===== src/rtl/delay.sv =====
// -----------------------------------------------------------------------------
// delay
//
// Fixed-latency pipeline delay line. Every rising edge of i_clk captures
// iv_data into the first stage of a DELAY_CYC-deep register chain. The last
// stage drives ov_data, so a sample captured on edge n is visible on ov_data
// after edge n+DELAY_CYC-1.
//
// A saturating fill counter tracks how many edges have passed since reset
// deasserted. o_valid is asserted once every stage holds post-reset data.
//
// Parameters
//   DATA_W     data path width in bits       (1..64)
//   DELAY_CYC  depth of the register chain   (1..64)
//
// Ports
//   i_clk    in   1        sole clock, rising edge
//   i_rst    in   1        synchronous active-high reset, clears chain/counter
//   iv_data  in   DATA_W   sample captured on every rising edge
//   ov_data  out  DATA_W   sample delayed by DELAY_CYC cycles (registered)
//   o_valid  out  1        chain holds only samples captured since reset
// -----------------------------------------------------------------------------
module delay #(
   parameter int DATA_W    = 8,
   parameter int DELAY_CYC = 3
) (
   input  logic              i_clk,
   input  logic              i_rst,
   input  logic [DATA_W-1:0] iv_data,
   output logic [DATA_W-1:0] ov_data,
   output logic              o_valid
);

   // Enough bits to hold the value DELAY_CYC itself, where the count stops.
   localparam int CNT_W = $clog2(DELAY_CYC + 1);
   localparam logic [CNT_W-1:0] FILL_FULL = CNT_W'(DELAY_CYC);

   logic [DATA_W-1:0] stage_q [DELAY_CYC];
   logic [CNT_W-1:0]  fill_q;

   // ---------------------------------------------------------------------------
   // Shift chain
   // ---------------------------------------------------------------------------
   // NOTE: sequential state is written with non-blocking assignments so every
   // stage samples its predecessor's value from before the edge; blocking
   // assignments here would collapse the chain into a single register.
   //
   // NOTE: unlike a RAM, every stage of this chain is cleared on reset. A
   // flushed sample must never reappear on ov_data, and the zero fill is what
   // ov_data shows while the chain refills.
   always_ff @(posedge i_clk) begin
      if (i_rst) begin
         for (int k = 0; k < DELAY_CYC; k++) begin
            stage_q[k] <= '0;
         end
      end else begin
         stage_q[0] <= iv_data;
         for (int k = 1; k < DELAY_CYC; k++) begin
            stage_q[k] <= stage_q[k-1];
         end
      end
   end

   // The output is the last stage itself: no logic sits between the register
   // and the port, so ov_data only moves on a clock edge.
   assign ov_data = stage_q[DELAY_CYC-1];

   // ---------------------------------------------------------------------------
   // Fill counter
   // ---------------------------------------------------------------------------
   // Counts edges since reset and holds at DELAY_CYC. It reaches DELAY_CYC on
   // the same edge that the first post-reset sample lands in the last stage,
   // so o_valid and that sample appear together.
   always_ff @(posedge i_clk) begin
      if (i_rst) begin
         fill_q <= '0;
      end else if (fill_q != FILL_FULL) begin
         fill_q <= fill_q + CNT_W'(1);
      end
   end

   assign o_valid = (fill_q == FILL_FULL);

endmodule


===== config.mk =====
export PLATFORM = sky130hd
export DESIGN_NAME = delay
export DESIGN_NICKNAME = d
export VERILOG_FILES = /design/src/rtl/delay.sv
export SDC_FILE = /design/constraint.sdc
export NUM_CORES = 1
export LEC_CHECK = 0
export BUFFER_PORTS_ARGS = -buffer_cell sky130_fd_sc_hd__buf_2
export CORE_AREA = 2 2 53 45
export CTS_CLUSTER_SIZE = 8
export DETAILED_ROUTE_END_ITERATION = 7
export DIE_AREA = 0 0 55 47
export GPL_ROUTABILITY_DRIVEN = 1
export GPL_TIMING_DRIVEN = 0
export HOLD_SLACK_MARGIN = 0.05
export PLACE_DENSITY = 0.62
export SLEW_MARGIN = 10
export SYNTH_ARGS = -nofsm -noshare
export SYNTH_HDL_FRONTEND = slang
export SYNTH_SLANG_ARGS = --single-unit

===== constraint.sdc =====
create_clock -name i_clk -period 1.4 [get_ports i_clk]
set_clock_uncertainty 0.1 [all_clocks]
set_input_delay 0.28 -clock i_clk [delete_from_list [all_inputs] [get_ports i_clk]]
set_output_delay 0.28 -clock i_clk [all_outputs]
set_load 0.005 [all_outputs]

**Yosys cells after proc, flatten, opt, wreduce, memory -nomap -nowiden**

Memories as Yosys holds them, arrays and structs flattened.
Cells that the tools add are included.

- Bitwise operators: 3
- Muxes and demuxes: 6
- Eq/ne operators: 2
- Add/subtract/negate cells: 1

Operators by type and width:

| operator | count |
|---|---|
| 8-bit two-way mux | 3 |
| 1-bit two-way mux | 3 |
| 1-bit OR | 3 |
| 2-bit by 1-bit adder with 2-bit output (second input constant) | 1 |
| 2-bit == test (second input constant) | 1 |
| 2-bit != test (second input constant) | 1 |

- RAM bits: 24
- Memories: 1
- Register bits after elaboration: 2
- Output and inout port bits: 9
- Input bits: 10

Memory list:

| memory | depth | bits a word | read ports | clocked after memory_dff | wr ports | line | text |
|---|---|---|---|---|---|---|---|
| stage_q | 3 | 8 | 3 | 0 | 3 | 38 | `logic [DATA_W-1:0] stage_q [DELAY_CYC];` |

**Longest topological paths before layout**

Gate-level depths: netlist of the first run.

- Depth in word-level cells: 3
- Depth in mapped cells: 3
- Mapped depth without buffers: 3

**Worst setup path after synthesis of the first run**

OpenSTA, ideal clock, no wires.

- Path kind: reg2reg
- From: reg fill_q[0]
- To: reg fill_q[1]
- Arrival time: 762 ps
- Data required time: 1186 ps
- Cell stages (with the launch flop): 4
- Slack: 424 ps
- Clock period less this slack: 976 ps
- Path buffers: 0
- Setup time: 114 ps
- Cells stage by stage: dfxtp_1 -> ha_1 -> mux2i_1 -> nor2_1

- Longest elaborated chain between the ends: 1

Ends and longest elaborated chain:

| what | line | text |
|---|---|---|
| from (decl) | 39 | `logic [CNT_W-1:0] fill_q;` |
| from (signal assigned) | 78 | `fill_q <= fill_q + CNT_W'(1);` |
| 2-bit by 1-bit adder with 2-bit output / 2-bit != test (equally long branches) | 78, 77 |  |

Parallel ways exist; a longest one is shown, timed or not.
A chain may end at the register's enable or synchronous reset.

**Final worst setup path of the first run**

- From: reg fill_q[0]
- To: out o_valid

- Longest elaborated chain between the ends: 1

Ends and longest elaborated chain:

| what | line | text |
|---|---|---|
| 2-bit == test | 82 | `assign o_valid = (fill_q == FILL_FULL);` |
| to (decl) | 31 | `output logic o_valid` |

Every way passes these cells.

==> results of run 1 <==
==> logic make-up after synthesis <==
kind of cell               synth area share (%)
and+or+nand+nor                           20.03
DFF                                       65.10
buffers and inverters                     9.389
adders and majority gates                 3.129
xor gates and xnor gates                  1.096
muxes                                     1.252
==> layout by cell type, fill, tap and decap left out <==
| master | n |
|---|---|
| xor2_1 | 1 |
| buf_4 | 10 |
| dlygate4sd3_1 | 5 |
| bufinv_16 | 1 |
| and2b_1 | 2 |
| ha_1 | 2 |
| nor2b_1 | 22 |
| clkbuf_4 | 3 |
| buf_2 | 18 |
| nor2_1 | 2 |
| mux2i_1 | 1 |
| dfxtp_1 | 26 |
==> cell type report <==
cell class                 instances  area share, %
sequential                        26          50.86
multi-input combinational         30          19.93
timing repair buffer              23          13.69
buffer                            10          7.335
tap                               25          3.056
clock inverter                     1          2.934
clock buffer                       3          2.200
==> power groups by stage <==
stage | logic, W | clock network, W | registers (W)
floorplan | 0.0000660 | 0 | 0.000810
finish | 0.000108 | 0.000490 | 0.000796
global placement | 0.0000924 | 0 | 0.000811
CTS | 0.000105 | 0.000511 | 0.000797
detailed placement | 0.0000998 | 0 | 0.000814
global route | 0.000122 | 0.000544 | 0.000801
==> per-stage QoR <==
stage          utilization, %  setup WS (ps)  area, um2
2_1_floorplan               -          424.0      799.5
5_1_grt                 49.58          12.64       1023
3_3_place_gp            44.61          402.4      920.9
4_1_cts                 48.12          36.00      993.5
6_report                49.58          56.30       1023
3_5_place_dp            44.61          347.4      920.9
==> worst max path at each step <==
stage,depth (start not counted),startpoint,to,slack (ps)
3_3_place_gp,3,fill_q[0],fill_q[1],400
4_1_cts,2,fill_q[0],o_valid,40
6_report,2,fill_q[0],o_valid,60
5_1_grt,2,fill_q[0],o_valid,10
2_1_floorplan,3,fill_q[0],fill_q[1],420
3_5_place_dp,3,fill_q[0],fill_q[1],350
==> timing repair <==
item                                   in CTS  in global routing
hold buffers                                2                  3
endpoints found under the hold margin       2                  3
buffers inserted                            0                  0
==> sequential cells by signal (all words and copies together), names as in the netlist <==
register and flops:
stage_q 24, fill_q 2
==> worst max-delay path, cell delays in order (launching register included) <==
cell and delay (ps):
dfxtp_1 350, ha_1 190, buf_2 120
==> synthesized netlist by cell type <==
cell type	instances
nor2b_1	22
nor2_1	2
and2b_1	2
xor2_1	1
ha_1	2
buf_4	10
mux2i_1	1
dfxtp_1	26
==> metal layers <==
metal / wire length (um) / global-route usage [%] / vias up / share of wire, %
li1: - / - / 245 / -
met1: 365 / 6.535 / 193 / 40
met4: 17 / 7.317 / 0 / 1.9
met3: 62 / 5.732 / 2 / 6.8
met5: 0 / 0 / - / 0
met2: 461 / 13.57 / 12 / 51
==> PnR_summary.wiki, run 1 <==
{| class="wikitable"
! Metric !! Value
|-
| PostCTS Resize Cnt || 0
|-
| Remaining global-route overflow || 0
|-
| Clock period minus final worst setup slack || 1344 ps
|-
| Max FO, Critical Path || 3
|-
| CTS buffer count || 3
|-
| Final setup violating endpoints || 0
|-
| Path type of the worst min-delay path || in2reg
|-
| Critical path class || reg2out
|-
| Cell Pwr Density || 1361 nW/um2
|-
| Clock Tree Buf Depth || 2
|-
| Proportion of power drawn by flip-flops and latches || 57.1%
|-
| Number of unique standard cell types used by synthesis || 8
|-
| Clock latency of the later-clocked register in the worst-skew pair || 310 ps
|-
| Routed WL per cell || 7.678 um
|-
| Via density per instance || 3.831
|-
| Slew headroom || 90.17%
|-
| Clock network power share || 35.1%
|-
| Sw Ratio || 18.44%
|-
| Library cell occupying the most area in the post-synthesis netlist || dfxtp_1
|-
| Height of the die || 47 um
|-
| Clock sink count || 26
|-
| Combinational power share || 7.7%
|-
| Category of the worst setup path launch point || flip-flop
|-
| Mapped Cells || 66
|-
| CP Data Arrival Time || 960 ps
|-
| Status || complete, no violations
|-
| Cell types occupying the most area after synthesis || dfxtp_1 (65%), nor2b_1 (17%), buf_4 (9.4%)
|-
| Avg Cell Area, Syn || 12.11 um2
|-
| Area of the core region || 2064 um2
|-
| Switching power of the nets || 0.0002569 W
|-
| Std-Cell Rows || 15
|-
| HP Start || iv_data[2]
|-
| Total length of routed wires || 906 um
|-
| Port Buffer Count || 18
|-
| Power, Total || 0.001393 W
|-
| # DRC || 0
|-
| Final Non-Filler Cells || 118
|-
| Warnings, synthesis || 0
|-
| Cells on worst reg2reg path || 3
|-
| End point of the most critical hold path || stage_q[0][2]
|-
| Ports placed on the boundary || 19
|-
| Count of filler cells inserted in the layout || 203
|-
| Reg2reg setup slack || 340 ps
|-
| Number of violations reported at the end of detailed-routing iteration 0 || 1
|-
| # H-tree levels || 1
|-
| Synth Cell Area || 799.5 um2
|-
| Post-synth top area share || 65.10%
|-
| Clock tree root driver cell || clkbuf_4
|-
| Worst hold slack across all endpoints || 63.71 ps
|-
| Post-synthesis to final-layout area growth || 28.01%
|-
| Drt pass-1 iters || 2
|-
| Critical Path Sink Type || output pin
|-
| Instance count along the most critical hold path || 2
|-
| Routed Antenna Nets || 0
|-
| Vias in the first global route || 337
|-
| Syn_nets || 78
|-
| Initial antenna violation count || 0
|-
| Critical register-to-register path startpoint || fill_q[0]
|-
| Final period util || 95.98%
|-
| Total area of sequential cells || 520.5 um2
|-
| Total number of vias || 452
|-
| Required time at the worst-slack endpoint || 1020 ps
|-
| Share of post-route cells with drive strength above 1 || 34.41%
|-
| Number of hold violations in the final report || 0
|-
| Multi-input gate area in the final layout || 203.9 um2
|-
| Overall routing resource usage || 8.244%
|-
| Number of instances in the placed design || 109
|-
| Detailed placer's ending HPWL || 645 um
|-
| Max-slew violation count || 0
|-
| Effective utilization at floorplan || 38.73%
|-
| Last weighted congestion value of the routability-driven placer || 0.5965
|-
| Share of the yosys chip area belonging to registers || 65.10%
|-
| Wire length of the first global-routing pass || 1304 um
|-
| Final #Nets || 106
|-
| Slew at the pin closest to its max-slew limit || 143.3 ps
|-
| Final TNS setup || 0 ps
|-
| Internal power of the cells || 0.001136 W
|-
| Max IR drop VDD || 0.8924 mV
|-
| CTS tree || yes
|-
| Number of synthesized register bits || 26
|-
| Die Wd || 55 um
|-
| Max_cap viols || 0
|-
| Cell leakage power || 0.4915 nW
|-
| RSZ-0062 raised after global routing || false
|-
| Fmax achieved || 0.7442 GHz
|-
| Worst reg2reg endpoint || fill_q[1]
|-
| # diodes || 0
|-
| Die area || 2585 um2
|-
| Pin count of the biggest net entering global routing || 16
|-
| CTS clk-pin slew, worst paths || 130 ps
|}
No activity file was read; power rests on OpenSTA's default activity.
==> inputs of run 2 (changes only) <==
--- a/config.mk
+++ b/config.mk
@@ -5,15 +5,18 @@
 export SDC_FILE = /design/constraint.sdc
 export NUM_CORES = 1
 export LEC_CHECK = 0
+export ABC_AREA = 1
 export BUFFER_PORTS_ARGS = -buffer_cell sky130_fd_sc_hd__buf_2
-export CORE_AREA = 2 2 53 45
+export CELL_PAD_IN_SITES_DETAIL_PLACEMENT = 1
+export CELL_PAD_IN_SITES_GLOBAL_PLACEMENT = 2
+export CORE_AREA = 2 2 63 53
 export CTS_CLUSTER_SIZE = 8
 export DETAILED_ROUTE_END_ITERATION = 7
-export DIE_AREA = 0 0 55 47
+export DIE_AREA = 0 0 65 55
 export GPL_ROUTABILITY_DRIVEN = 1
 export GPL_TIMING_DRIVEN = 0
 export HOLD_SLACK_MARGIN = 0.05
-export PLACE_DENSITY = 0.62
+export PLACE_DENSITY = 0.75
 export SLEW_MARGIN = 10
 export SYNTH_ARGS = -nofsm -noshare
 export SYNTH_HDL_FRONTEND = slang
==> run 2 against run 1 <==
Compared with the run above:
- first-iteration DRC count rose to 3.0 times the previous value
- clock power is 24% higher
- sequential share of layout area decreased by 2.1 points
- worst hold slack gained 38 ps
- fmax up 3.7%
- critical path depth did not move
- critical path type unchanged
- largest cell class unchanged
==> PnR_summary.wiki, run 2 <==
{| class="wikitable"
! Metric !! Value
|-
| Status || complete, no violations
|-
| Worst setup margin || 103.8 ps
|-
| Number of unique standard cell types used by synthesis || 8
|-
| Post-synthesis to final-layout area growth || 24.06%
|-
| Ranking of synthesized cells by instance count || inv_1 (27), nor2_1 (27), dfxtp_1 (26), buf_4 (8), nand2_1 (4)
|-
| Number of instances in the placed design || 155
|-
| Most flops, register || stage_q
|-
| Total area of sequential cells || 521.8 um2
|-
| Syn_nets || 110
|-
| Warnings, synthesis || 0
|-
| Clock tree root driver cell || clkbuf_8
|-
| EDFF count, synth || 0
|-
| Std-Cell Rows || 18
|-
| Slew headroom || 92.25%
|-
| CTS buffer count || 3
|-
| Share of post-route cells with drive strength above 1 || 28.57%
|-
| Die Wd || 65 um
|-
| Area of the core region || 2950 um2
|-
| Remaining global-route overflow || 0
|-
| Ports placed on the boundary || 19
|-
| Post-detailed-placement cell area || 998.5 um2
|-
| Registers with the highest flip-flop counts || stage_q x24, fill_q x2
|-
| Count of filler cells inserted in the layout || 367
|-
| Die area || 3575 um2
|-
| Initial antenna violation count || 0
|-
| Clock sink count || 26
|-
| Total length of routed wires || 1237 um
|-
| Detailed placer's ending HPWL || 966.9 um
|-
| Most used flip-flop cell after synthesis || dfxtp_1
|-
| Cell leakage power || 0.5642 nW
|-
| Final #Nets || 132
|-
| Number of synthesized register bits || 26
|-
| Routed WL per cell || 7.780 um
|-
| Final period util || 92.59%
|-
| Category of the worst setup path launch point || flip-flop
|-
| Pin count of the biggest net entering global routing || 16
|-
| Path type of the worst min-delay path || in2reg
|-
| Multi-input gate area in the final layout || 147.6 um2
|-
| Cell types occupying the most area after synthesis || dfxtp_1 (60%), inv_1 (12%), nor2_1 (12%)
|-
| Slew at the pin closest to its max-slew limit || 116.2 ps
|-
| Clock Tree Buf Depth || 2
|-
| Number of violations reported at the end of detailed-routing iteration 0 || 3
|-
| Clock latency of the later-clocked register in the worst-skew pair || 270 ps
|-
| CTS tree || yes
|-
| # diodes || 0
|-
| Mapped Cells || 98
|-
| Final setup violating endpoints || 0
|-
| Non-Filler Cell Area, Final || 1071 um2
|-
| Cell Pwr Density || 1409 nW/um2
|-
| Max FO, Critical Path || 4
|-
| RSZ-0062 raised after global routing || false
|-
| Max-slew violation count || 0
|-
| Wire length of the first global-routing pass || 2118 um
|-
| Final Non-Filler Cells || 159
|-
| Drt pass-1 iters || 2
|-
| Max IR drop VDD || 0.3961 mV
|-
| Library cell occupying the most area in the post-synthesis netlist || dfxtp_1
|-
| Largest register FFs || 24
|-
| Final TNS setup || 0 ps
|-
| Post-synthesis async set-or-reset flop share || 0%
|-
| # H-tree levels || 1
|-
| Via density per instance || 3.560
|-
| Overall routing resource usage || 8.038%
|-
| CP Data Arrival Time || 920 ps
|-
| Number of hold violations in the final report || 0
|-
| Routed Antenna Nets || 0
|-
| Port Buffer Count || 17
|-
| Required time at the worst-slack endpoint || 1020 ps
|-
| Share of the yosys chip area belonging to registers || 60.29%
|-
| Effective utilization at floorplan || 29.26%
|-
| Avg Cell Area, Syn || 8.809 um2
|-
| Post-synth top area share || 60.29%
|-
| Height of the die || 55 um
|-
| Instance count along the most critical hold path || 2
|-
| Post-placement setup slack || 343.2 ps
|-
| Critical Path Sink Type || output pin
|-
| Synth Cell Area || 863.3 um2
|-
| Vias in the first global route || 511
|-
| Clock period minus final worst setup slack || 1296 ps
|-
| Most frequent cells in the layout || inv_1 (27), nor2_1 (27), dfxtp_1 (25)
|-
| Setup fix buffers added after clock tree synthesis || 0
|-
| CTS clk-pin slew, worst paths || 90 ps
|-
| # DRC || 0
|-
| Last weighted congestion value of the routability-driven placer || 0.6254
|-
| Max_cap viols || 0
|-
| Critical path class || reg2out
|-
| Total number of vias || 566
|-
| Cells on worst reg2reg path || 5
|-
| Fmax achieved || 0.7715 GHz
|}
## run 2: cell count changes after synthesis, moves of 3 or more
cell,delta
inv_1,+27
nor2_1,+25
nor2b_1,-22
nand2_1,+4
buf_6,+3
## run 2: where the power goes
part           switching [W]  internal, W
combinational      0.0000530    0.0000548
sequential         0.0000168     0.000779
clock               0.000224     0.000382
## run 2: per-stage QoR
| stage | total power (W) | hold WS, ps | utilization (%) |
|---|---|---|---|
| 2_1_floorplan | 0.0008848 | 287.0 | - |
| 3_3_place_gp | 0.0009132 | 290.7 | 33.84 |
| 3_5_place_dp | 0.0009255 | 296.5 | 33.84 |
| 4_1_cts | 0.001534 | 100.8 | 36.26 |
| 5_1_grt | 0.001595 | 97.32 | 36.30 |
| 6_report | 0.001509 | 101.4 | 36.30 |
## run 2: layer usage
layer,wire (um),track usage [%],share of wire [%],up-vias
met5,0,0,0,-
li1,-,-,-,300
met2,615,14.26,50,14
met3,69,2.024,5.6,2
met1,534,8.820,43,250
met4,19,5.319,1.5,0
## run 2: path summary, 6_finish.rpt
| check | start | to | slack, ps |
|---|---|---|---|
| setup / recovery | fill_q[0] | o_valid | 100 |
| hold reg to reg | stage_q[0][14] | stage_q[0][22] | 310 |
| setup reg to reg | fill_q[0] | fill_q[0] | 400 |
| hold / removal | i_rst | stage_q[0][22] | 100 |
## run 2: timing repair
action	4_1_cts	5_1_grt
resized for setup	0	1
endpoints found under the setup margin	0	1
hold buffers	0	0
## run 2: cell families (layout without fill, tap and decap cells)
kind of cell	after synthesis	after routing	share of synthesized area, %
buf+inv	38	59	22.61
fa+ha+maj	2	2	2.898
flops	26	26	60.29
simple gates	32	32	14.20
## run 2: cell type report
class | instances | share of cell area [%]
Buffer | 11 | 8.762
Clock buffer | 3 | 3.855
Clock inverter | 1 | 2.804
Inverter | 27 | 9.463
Multi-Input combinational cell | 34 | 13.79
Sequential cell | 26 | 48.71
Tap cell | 40 | 4.673
Timing Repair Buffer | 17 | 7.944
## run 2: critical path, cell delays in order (launching register included)
cell     delay, ps
dfxtp_2        350
ha_1           180
buf_2          120
